$ cat src/rtl/legv8_lsu_pkg.sv
// Shared types and address-map constants for the LEGv8 load/store unit.
// Byte-lane mapping and alignment helpers used by legv8_lsu.
package lsu_pkg;

  localparam logic [63:0] LSU_BEGINNING_DATA = 64'h0000_0000_1001_0000;
  localparam logic [63:0] LSU_END_DATA       = 64'h0000_0000_1001_FFFF;

  typedef enum logic [2:0] {
    LDUR, LDURSW, LDURH, LDURB, STUR, STURW, STURH, STURB
  } lsu_op_t;

  typedef enum logic [1:0] {IDLE, READ, WRITE, RESP} lsu_state_t;

  typedef enum logic [1:0] {SZ_B, SZ_H, SZ_W, SZ_D} lsu_size_t;

  typedef struct packed {
    logic [7:0] be;
    logic [2:0] lane;
  } lsu_lane_t;

  function automatic lsu_size_t op_size(lsu_op_t op);
    case (op)
      LDURB, STURB:  return SZ_B;
      LDURH, STURH:  return SZ_H;
      LDURSW, STURW: return SZ_W;
      default:       return SZ_D;
    endcase
  endfunction

  function automatic logic op_is_store(lsu_op_t op);
    return (op == STUR) || (op == STURW) || (op == STURH) || (op == STURB);
  endfunction

  // Lane base drops the offset bits below the access size, forcing natural alignment.
  function automatic lsu_lane_t lane_map(lsu_size_t sz, logic [2:0] off);
    lsu_lane_t m;
    case (sz)
      SZ_B: begin
        m.lane = off;
        m.be   = 8'b0000_0001 << off;
      end
      SZ_H: begin
        m.lane = {off[2:1], 1'b0};
        m.be   = 8'b0000_0011 << m.lane;
      end
      SZ_W: begin
        m.lane = {off[2], 2'b00};
        m.be   = 8'h0F << m.lane;
      end
      default: begin
        m.lane = 3'b000;
        m.be   = 8'hFF;
      end
    endcase
    return m;
  endfunction

  function automatic logic misaligned(lsu_size_t sz, logic [2:0] off);
    case (sz)
      SZ_B:    return 1'b0;
      SZ_H:    return off[0];
      SZ_W:    return |off[1:0];
      default: return |off;
    endcase
  endfunction

endpackage

$ cat src/rtl/legv8_lsu_if.sv
// Data-memory port between the LSU (master) and the synchronous data memory (slave).
interface legv8_lsu_if #(
  parameter int DATA_WIDTH = 64
);
  logic                  oMemReadEnable;
  logic                  oMemWriteEnable;
  logic [7:0]            oMemByteEnable;
  logic [DATA_WIDTH-1:0] oMemAddress;
  logic [DATA_WIDTH-1:0] oMemWriteData;
  logic [DATA_WIDTH-1:0] iMemReadData;

  modport master (
    output oMemReadEnable, oMemWriteEnable, oMemByteEnable, oMemAddress, oMemWriteData,
    input  iMemReadData
  );

  modport slave (
    input  oMemReadEnable, oMemWriteEnable, oMemByteEnable, oMemAddress, oMemWriteData,
    output iMemReadData
  );
endinterface

$ cat src/rtl/legv8_lsu_load_align.sv
// Combinational load alignment: shift captured word down to its lane, then zero/sign extend.
module lsu_load_align
  import lsu_pkg::*;
#(
  parameter int DATA_WIDTH = 64
) (
  input  logic [DATA_WIDTH-1:0] i_data,
  input  lsu_op_t               i_op,
  input  logic [2:0]            i_lane,
  output logic [DATA_WIDTH-1:0] o_data
);
  logic [DATA_WIDTH-1:0] w_shifted;

  always_comb begin
    w_shifted = i_data >> {i_lane, 3'b000};
    case (i_op)
      LDURB:   o_data = DATA_WIDTH'(w_shifted[7:0]);
      LDURH:   o_data = DATA_WIDTH'(w_shifted[15:0]);
      LDURSW:  o_data = DATA_WIDTH'($signed(w_shifted[31:0]));
      default: o_data = w_shifted;
    endcase
  end
endmodule

$ cat src/rtl/legv8_lsu.sv
// LEGv8 load/store initiator: issues one memory access per request and returns extended load data.
// Define LSU_MISALIGN_TRAP_EN to fault misaligned accesses instead of forcing natural alignment.
module legv8_lsu
  import lsu_pkg::*;
#(
  parameter int                    DATA_WIDTH     = 64,
  parameter int                    READ_LATENCY   = 1,
  parameter logic [DATA_WIDTH-1:0] BEGINNING_DATA = LSU_BEGINNING_DATA,
  parameter logic [DATA_WIDTH-1:0] END_DATA       = LSU_END_DATA
) (
  input  logic                  iCLK,
  input  logic                  iRST_n,
  input  logic                  iReq,
  input  lsu_op_t               iOp,
  input  logic [DATA_WIDTH-1:0] iAddr,
  input  logic [DATA_WIDTH-1:0] iStoreData,
  output logic                  oBusy,
  output logic                  oDone,
  output logic [DATA_WIDTH-1:0] oLoadData,
  output logic                  oFault,
  legv8_lsu_if.master           mem
);
  lsu_state_t            r_state, w_state_nxt;
  lsu_op_t               r_op;
  logic [DATA_WIDTH-1:0] r_addr, r_wdata, r_load_data, w_aligned;
  logic [7:0]            r_be;
  logic [2:0]            r_lane;
  logic [1:0]            r_cnt;
  logic                  r_fault, w_fault, w_misalign, w_last;
  lsu_size_t             w_size;
  lsu_lane_t             w_map;

  always_comb begin
    w_size = op_size(iOp);
    w_map  = lane_map(w_size, iAddr[2:0]);
`ifdef LSU_MISALIGN_TRAP_EN
    w_misalign = misaligned(w_size, iAddr[2:0]);
`else
    w_misalign = 1'b0;
`endif
    w_fault = (iAddr < BEGINNING_DATA) || (iAddr > END_DATA) || w_misalign;
  end

  assign w_last = (r_cnt == 2'(READ_LATENCY - 1));

  lsu_load_align #(.DATA_WIDTH(DATA_WIDTH)) u_align (
    .i_data (mem.iMemReadData),
    .i_op   (r_op),
    .i_lane (r_lane),
    .o_data (w_aligned)
  );

  always_comb begin
    w_state_nxt         = r_state;
    oBusy               = 1'b1;
    oDone               = 1'b0;
    oFault              = 1'b0;
    mem.oMemReadEnable  = 1'b0;
    mem.oMemWriteEnable = 1'b0;
    mem.oMemByteEnable  = '0;
    case (r_state)
      IDLE: begin
        oBusy = 1'b0;
        if (iReq) w_state_nxt = w_fault ? RESP : (op_is_store(iOp) ? WRITE : READ);
      end
      READ: begin
        mem.oMemReadEnable = 1'b1;
        mem.oMemByteEnable = r_be;
        if (w_last) w_state_nxt = RESP;
      end
      WRITE: begin
        mem.oMemWriteEnable = 1'b1;
        mem.oMemByteEnable  = r_be;
        w_state_nxt         = RESP;
      end
      RESP: begin
        oDone       = 1'b1;
        oFault      = r_fault;
        w_state_nxt = IDLE;
      end
      default: w_state_nxt = IDLE;
    endcase
  end

  always_ff @(posedge iCLK or negedge iRST_n) begin
    if (!iRST_n) begin
      r_state     <= IDLE;
      r_op        <= LDUR;
      r_addr      <= '0;
      r_wdata     <= '0;
      r_load_data <= '0;
      r_be        <= '0;
      r_lane      <= '0;
      r_cnt       <= '0;
      r_fault     <= 1'b0;
    end else begin
      r_state <= w_state_nxt;
      case (r_state)
        IDLE: if (iReq) begin
          r_op    <= iOp;
          r_addr  <= {iAddr[DATA_WIDTH-1:3], 3'b000};
          r_wdata <= iStoreData << {w_map.lane, 3'b000};
          r_be    <= w_map.be;
          r_lane  <= w_map.lane;
          r_fault <= w_fault;
          r_cnt   <= '0;
          if (w_fault || op_is_store(iOp)) r_load_data <= '0;
        end
        READ: begin
          if (w_last) r_load_data <= w_aligned;
          else        r_cnt       <= r_cnt + 2'd1;
        end
        default: ;
      endcase
    end
  end

  assign mem.oMemAddress   = r_addr;
  assign mem.oMemWriteData = r_wdata;
  assign oLoadData         = r_load_data;

endmodule

$ cat src/flat_wrapper.sv
// flat-port wrapper written by rule: the top's interface ports become plain ports
module legv8_lsu_flat import lsu_pkg::*;
#(
  parameter int                    DATA_WIDTH     = 64,
  parameter int                    READ_LATENCY   = 1,
  parameter logic [DATA_WIDTH-1:0] BEGINNING_DATA = LSU_BEGINNING_DATA,
  parameter logic [DATA_WIDTH-1:0] END_DATA       = LSU_END_DATA
)
  (iCLK, iRST_n, iReq, iOp, iAddr, iStoreData, oBusy, oDone, oLoadData, oFault, mem_oMemReadEnable, mem_oMemWriteEnable, mem_oMemByteEnable, mem_oMemAddress, mem_oMemWriteData, mem_iMemReadData);
  legv8_lsu_if #(.DATA_WIDTH(DATA_WIDTH)) mem_i ();
  input  logic iCLK;
  input  logic iRST_n;
  input  logic iReq;
  input  lsu_op_t iOp;
  input  logic [DATA_WIDTH-1:0] iAddr;
  input  logic [DATA_WIDTH-1:0] iStoreData;
  output logic oBusy;
  output logic oDone;
  output logic [DATA_WIDTH-1:0] oLoadData;
  output logic oFault;
  output wire logic [$bits(mem_i.oMemReadEnable)-1:0] mem_oMemReadEnable;
  output wire logic [$bits(mem_i.oMemWriteEnable)-1:0] mem_oMemWriteEnable;
  output wire logic [$bits(mem_i.oMemByteEnable)-1:0] mem_oMemByteEnable;
  output wire logic [$bits(mem_i.oMemAddress)-1:0] mem_oMemAddress;
  output wire logic [$bits(mem_i.oMemWriteData)-1:0] mem_oMemWriteData;
  input wire logic [$bits(mem_i.iMemReadData)-1:0] mem_iMemReadData;
  assign mem_oMemReadEnable = mem_i.oMemReadEnable;
  assign mem_oMemWriteEnable = mem_i.oMemWriteEnable;
  assign mem_oMemByteEnable = mem_i.oMemByteEnable;
  assign mem_oMemAddress = mem_i.oMemAddress;
  assign mem_oMemWriteData = mem_i.oMemWriteData;
  assign mem_i.iMemReadData = mem_iMemReadData;
  legv8_lsu #(.DATA_WIDTH(DATA_WIDTH), .READ_LATENCY(READ_LATENCY), .BEGINNING_DATA(BEGINNING_DATA), .END_DATA(END_DATA)) u_core (.iCLK(iCLK), .iRST_n(iRST_n), .iReq(iReq), .iOp(iOp), .iAddr(iAddr), .iStoreData(iStoreData), .oBusy(oBusy), .oDone(oDone), .oLoadData(oLoadData), .oFault(oFault), .mem(mem_i));
endmodule
$ cat config.mk
export PLATFORM = sky130hd
export DESIGN_NAME = legv8_lsu_flat
export DESIGN_NICKNAME = d
export VERILOG_FILES = /design/src/rtl/legv8_lsu_pkg.sv /design/src/rtl/legv8_lsu_if.sv /design/src/rtl/legv8_lsu_load_align.sv /design/src/rtl/legv8_lsu.sv /design/src/flat_wrapper.sv
export SDC_FILE = /design/constraint.sdc
export NUM_CORES = 1
export LEC_CHECK = 0
export BUFFER_PORTS_ARGS = -buffer_cell sky130_fd_sc_hd__buf_2
export CAP_MARGIN = 0
export CORE_MARGIN = 10
export CORE_UTILIZATION = 47
export DETAILED_ROUTE_END_ITERATION = 10
export PLACE_DENSITY = 0.75
export SYNTH_ARGS = -nofsm -noshare
export SYNTH_HDL_FRONTEND = slang
export SYNTH_SLANG_ARGS = --single-unit
$ cat constraint.sdc
create_clock -name iCLK -period 2.5 [get_ports iCLK]
set_clock_uncertainty 0.05 [all_clocks]
set_input_delay 0 -clock iCLK [delete_from_list [all_inputs] [get_ports iCLK]]
set_output_delay 0 -clock iCLK [all_outputs]
set_load 0.05 [all_outputs]
After elaboration in Yosys (flattened, before gate mapping)
Cells that the tools add are included.
{ "totals": {"word_cells": 74, "output_inout_bits": 205, "ff_bits": 208, "in_bits": 198} }
{ "classes": {"add_sub_neg": 1, "shifts": 5, "muxes": 21, "n_reduce_logical": 17, "magnitude_cmp": 2, "eq_ne": 19} }
{ "op_table": {"columns": ["operator", "count"], "rows": [
  ["two-way mux 64 bit", 3],
  ["one-hot mux 64 bit (3 select lines)", 1],
  ["one-hot mux 64 bit (2 select lines)", 1],
  ["> comparator 64 x 29 -> 1 bit (second input constant)", 1],
  ["< comparator 64 x 29 -> 1 bit (second input constant)", 1],
  ["left shift 64 x 6 -> 64 bit", 1],
  ["right shift 64 x 6 -> 64 bit", 1],
  ["one-hot mux 11 bit (3 select lines)", 1],
  ["equality test 3 x 2 -> 1 bit (second input constant)", 4],
  ["equality test 3 bit (second input constant)", 4],
  ["two-way mux 2 bit", 6],
  ["two-way mux 8 bit", 1],
  ["one-hot mux 2 bit (4 select lines)", 1],
  ["OR reduction 2 bit", 4],
  ["left shift 1 x 3 -> 8 bit (first input constant)", 1],
  ["left shift 2 x 3 -> 8 bit (first input constant)", 1],
  ["left shift 4 x 3 -> 8 bit (first input constant)", 1],
  ["equality test 2 bit (second input constant)", 3],
  ["equality test 3 x 1 -> 1 bit (second input constant)", 2],
  ["zero test 2 bit", 3],
  ["one-hot mux 2 bit (3 select lines)", 1],
  ["logical OR 1 bit", 5],
  ["two-way mux 1 bit", 5],
  ["equality test 2 x 1 -> 1 bit (second input constant)", 2],
  ["8 further kinds", 11]
]} }

Longest topological paths before layout
{ "logic_depth": {"word_depth": 8, "mapped_depth": 10, "mapped_depth_nobuf": 7} }

By module
From an unflattened synthesis, not the netlist that was laid out.
{ "hier_totals": {"cells_unflattened": 1276, "hier_area_um2": 12211.7} }
{ "by_module_without_submodules": {"columns": ["module", "seq_area_each_um2", "n_inst", "area_each_um2", "cells_each"], "rows": [
  ["legv8_lsu", 5205.0, 1, 10078.4, 1028],
  ["lsu_load_align", 0.0, 1, 2133.3, 248]
]} }

Worst setup path after synthesis
Ideal clock, no wire load.
{ "synth_path": {"path_kind": "register -> register", "start": "reg u_core.r_state[1]", "end": "reg u_core.r_load_data[10] (netlist: u_core.oLoadData[10])", "path_stages_with_launch": 10, "setup_ns": 0.125, "arrival_ns": 2.280, "t_required_ns": 2.325, "path_slack_ns": 0.045, "period_less_slack_ns": 2.455, "path_buffers": 2, "cell_sequence": "dfrtp_1 inv_1 ha_1 nor2b_1 nor2_1 o21ai_0 nand2b_4 buf_12 buf_12 mux2_4"} }
{ "synth_between": {"elab_chain_len": 3, "word_cells_on_any_way": 8, "classes_between": "eq/ne: 4; mux: 1; reduce/logical: 3"} }
{ "synth_lines": {"columns": ["element", "line_no", "text"], "rows": [
  ["from (decl)", "legv8_lsu.sv:23", "lsu_state_t r_state, w_state_nxt;"],
  ["from (signal assigned)", "legv8_lsu.sv:97", "r_state <= w_state_nxt;"],
  ["equality test 2 x 1 -> 1 bit / zero test 2 bit (equally long branches)", "legv8_lsu.sv:98", "case (r_state)"],
  ["!= test 2 x 1 -> 1 bit (no source line), or another cell as far along", null, null],
  ["AND reduction 4 bit (no source line)", null, null],
  ["to (signal assigned)", "legv8_lsu.sv:110", "if (w_last) r_load_data <= w_aligned;"],
  ["to (decl)", "legv8_lsu.sv:25", "logic [DATA_WIDTH-1:0] r_addr, r_wdata, r_load_data, w_aligned;"]
]} }
Parallel ways exist; a longest one is shown, timed or not.
A chain may end at the register's enable or synchronous reset.

Worst setup path in the final report
{ "layout_path": {"start": "in iOp[1]", "end": "reg u_core.r_wdata[46] (netlist: u_core.mem.oMemWriteData[46])"} }
{ "layout_between": {"elab_chain_len": 6, "word_cells_on_any_way": 15, "classes_between": "eq/ne: 8; shift: 1; mux: 2; reduce/logical: 4"} }
{ "layout_lines": {"columns": ["element", "line_no", "text"], "rows": [
  ["from (decl)", "flat_wrapper.sv:14", "input lsu_op_t iOp;"],
  ["equality test 3 x 1 -> 1 bit, or another cell as far along", "legv8_lsu_pkg.sv:22", "case (op)"],
  ["OR reduction 2 bit", "legv8_lsu_pkg.sv:22", null],
  ["one-hot mux 2 bit (3 select lines) *", "legv8_lsu_pkg.sv:22", null],
  ["equality test 2 bit, or another cell as far along", "legv8_lsu_pkg.sv:37", "case (sz)"],
  ["one-hot mux 11 bit (3 select lines) *", "legv8_lsu_pkg.sv:37", null],
  ["left shift 64 x 6 -> 64 bit *", "legv8_lsu.sv:102", "r_wdata <= iStoreData << {w_map.lane, 3'b000};"],
  ["to (signal assigned)", "legv8_lsu.sv:102", null],
  ["to (decl)", "legv8_lsu.sv:25", null]
]} }
Every way passes the cells marked *; elsewhere a longest branch is shown, timed or not.

==> results.md <==
* Count of final setup violators at 0
* CP cell instances: dlygate4sd3_1 -> buf_2 -> and3_1 -> buf_4 -> mux2i_1 -> nor2_1 -> nor2_1 -> dlygate4sd3_1 -> o221ai_1
* Htree depth at 1
* Most common flop cell mapped by yosys: dfrtp_1
* Worst Setup End Kind: flip-flop
* Pint at 0.01148 W
* Synth Area in XOR/XNOR at 0
* Initial antenna violation count at 3
* CTS Buf Count at 24
* Syn_area_per_cell at 10.00 µm²
* Post-synth EDFFs at 0
* Clock share of power at 0.160
* Max-cap violations at 0
* Final setup margin at 0.1429 ns
* Max Fanout on Critical Path at 33
* Critical path destination: u_core.mem.oMemWriteData[46]
* First-pass GRT wire length at ~70 mm
* Flop and latch count out of synthesis at ~210
* Worst R2R End: u_core.oLoadData[62]
* Core area at about 25,000 µm²
* Vias in the first global route at 12,305
* Reg2Reg Setup Slack at ~0.21 ns
* Comb power frac at 0.597
* VDD IR-drop max at approximately 0.001 V
* Worst Path Arrival at 2.68 ns
* Worst r2r src: u_core.r_state[0]
* DRC at 0
* 1st-iter DRT viols at around 1,300
* HP Class: in -> async
* Area Growth Syn to Fin at 40.70%
* Worst hold slack at 0.008921 ns
* Post-synthesis simple-gate area fraction at 0.1757
* Port Buffers at 399
* Vias/cell at about 5.8
* RD Place Congestion at 0.9248
* Crit-path slowest cell: dlygate4sd3_1
* Final hold violation count at 0
* Fin Setup TNS at 0 ns
* # IOs at 403
* HPWL Detailed at 32.03 mm
* Family with the most delay on the worst path: buffers and inverters
* Synth cell types at 52
* Proportion of synthesized area in mux cells at 0.2109
* Cells after DPL at 1,857
* Complex-gate fraction of the synthesized area at 0.1209
* Clk slew on worst S/H paths at around 0.07 ns
* Final std cells w/o fill at 2,068
* Wire per inst at between 20 and 25 µm
* Max Slew Vio Count at 0
* Sequential power share at 0.243
* Synth Cell Area at 11,830 µm²
* Critical Path RT at 2.83 ns
* Largest net degree at the start of global routing at 78
* Crit path largest cell delay at 0.57 ns
* Fillcell total at 1,886
* Max Freq at roughly 420 MHz
* Post-Syn Instances at 1,183
* NumNets Final at roughly 1,900
* LEAKAGE at 8.572 nW
* Worst setup startpoint: iOp[1]
* RSZ-0062 raised after global routing: no
* CTS tree: built
* Total wire length at about 46 mm
* Clock period minus final worst setup slack at between 2 and 2.5 ns
* Gr ovfl total at 0
* Antenna-violating nets left at 0
* Sequential-to-total area share from yosys stat at 0.4400
* Std cell rows at 58
* Rel. slew slack at 0.2816
* Clock Tree Buf Depth at 3
* Synth Area in Adders at 0.006346
* Clk_lat worst skew at about 0.52 ns
* Die X-Extent at 178.7 µm
* Clk root buf: clkbuf_16
* WP buf/inv at 4
* Vias at ~12,000
* Switching power at 0.01180 W
* Initial core utilization at 0.4739
* Pre-CTS WS at 0.1561 ns
* First-pass DRT Iterations at 6
* Status: finished clean
* Critical path class: in -> reg
* Critical path depth at 9
* TritonCTS Sinks at 208
* Main combinational cell family by area after synthesis: multiplexers
* Pwr per Cell Area at 1398 nW/µm²
* Count of warnings emitted by yosys at 0
* Sw Share at 0.5068
* GRT Total Usage at 0.2775
* Layout cells sized above 1 at 0.3358
* Worst-Margin Slew at 1.074 ns
* DIE AREA at 31,920 µm²
* Async set-reset flop share out of synthesis at 1.000
* Chip height at 178.7 µm
* Worst r2r path cells at 8
* Final Cycle Share at 0.9428
* CP Launch Type: input pin
## flip-flops by register name, summed over array words and instances (netlist names)
register                  count
u_core.r_op                   3
u_core.r_lane                 3
u_core.oLoadData             64
u_core.r_fault                1
u_core.r_cnt                  2
u_core.mem.oMemWriteData     64
u_core.mem.oMemAddress       61
u_core.r_state                2
u_core.r_be                   8
## layout by cell type (no fill, tap or decap), drive strengths merged, types with 13 or more instances in the layout
| cell | synthesis | routed |
|---|---|---|
| a221o | 13 | 13 |
| dfrtp | 208 | 208 |
| buf | 38 | 433 |
| nor2b | 26 | 26 |
| a211oi | 17 | 17 |
| dlygate4sd3 | 0 | 165 |
| nand3 | 27 | 27 |
| nand2b | 29 | 29 |
| clkbuf | 54 | 32 |
| a22oi | 17 | 17 |
| mux2 | 74 | 74 |
| nor2 | 79 | 79 |
| a22o | 25 | 25 |
| a21oi | 47 | 47 |
| mux4 | 25 | 25 |
| o21ai | 31 | 31 |
| and2 | 14 | 14 |
| mux2i | 91 | 91 |
| nand2 | 269 | 269 |
## power by group through the flow
stage | logic (W) | clock network [W] | registers [W]
6_report | 0.0139 | 0.00372 | 0.00566
5_1_grt | 0.0146 | 0.00393 | 0.00579
4_1_cts | 0.0138 | 0.00378 | 0.00560
3_5_place_dp | 0.0135 | 0 | 0.00561
3_3_place_gp | 0.0134 | 0 | 0.00560
2_1_floorplan | 0.00623 | 0 | 0.00968
## how the worst min path moves through the flow
stage                              start                    endpoint  slack [ns]  depth (start not counted)
floorplan                         iRST_n  u_core.mem.oMemAddress[10]       -0.35                          0
global placement                  iRST_n         u_core.oLoadData[2]       0.006                          1
detailed placement                iRST_n         u_core.oLoadData[2]       0.005                          1
CTS                 mem_iMemReadData[49]        u_core.oLoadData[41]      0.0006                          4
global route        mem_iMemReadData[48]        u_core.oLoadData[40]        0.02                          4
finish                            iRST_n         u_core.oLoadData[5]       0.009                          2
## synth_stat cells, types with 4 or more instances
library cell / number / share of area
mux4_2: 25 / 0.048
nor2b_1: 26 / 0.014
nand2b_1: 28 / 0.015
o221ai_1: 4 / 0.0030
nor2_1: 79 / 0.025
nand3_1: 27 / 0.011
nand2_1: 269 / 0.085
mux2_4: 50 / 0.063
a221o_1: 13 / 0.011
nor4_1: 11 / 0.0058
buf_12: 6 / 0.010
o211ai_1: 8 / 0.0051
a31oi_1: 9 / 0.0048
o22a_1: 4 / 0.0030
buf_4: 5 / 0.0032
buf_2: 17 / 0.0072
a21oi_1: 47 / 0.020
a211o_1: 7 / 0.0052
and2_1: 14 / 0.0074
o2bb2ai_1: 9 / 0.0067
inv_1: 11 / 0.0035
o21ai_0: 30 / 0.013
buf_1: 8 / 0.0025
a32o_1: 8 / 0.0068
mux2i_1: 91 / 0.077
dfrtp_1: 208 / 0.44
ha_1: 6 / 0.0063
mux2_2: 23 / 0.022
a211oi_1: 17 / 0.011
a22o_1: 25 / 0.019
clkbuf_1: 54 / 0.017
nor3_1: 5 / 0.0021
a22oi_1: 17 / 0.011
## logic make-up (layout without fill, tap and decap cells)
group,after synthesis,count (layout)
other cells,1,8
mux,190,190
compound gates,202,202
flops,208,208
buf+inv,103,651
fa+ha+maj,6,6
simple gates,473,473
## area by class of cell
cell class	instances	area (µm²)	share of cell area
antenna	5	12.51	0.0007517
clock buffer	31	668.1	0.04014
clock inverter	10	152.6	0.009171
inverter	11	41.29	0.002481
multi-input combinational	874	6116	0.3674
sequential	208	5209	0.3129
tap	330	412.9	0.02481
timing repair buffer	599	4033	0.2423
## metrics by stage
| stage | cell area [µm²] | total power, W | util |
|---|---|---|---|
| after detailed placement | 14150 | 0.01916 | 0.5667 |
| after global routing | 16640 | 0.02437 | 0.6666 |
| after global placement | 14150 | 0.01897 | 0.5667 |
| final | 16640 | 0.02328 | 0.6668 |
| after floorplan | 11840 | 0.01591 | - |
| after CTS | 16620 | 0.02319 | 0.6657 |
## routing by layer
layer  GRT usage  share of wire
met4      0.1261          0.044
met2      0.4578           0.48
met3     0.07940           0.11
met1      0.3303           0.37
met5           0              0
## repair_timing
item,in CTS,in global routing
buffers inserted,0,0
endpoints found under the setup margin,0,32
hold buffers,165,0
gates resized for setup,0,2
hold endpoints to repair,325,0
(Power assumes the default switching activity.)
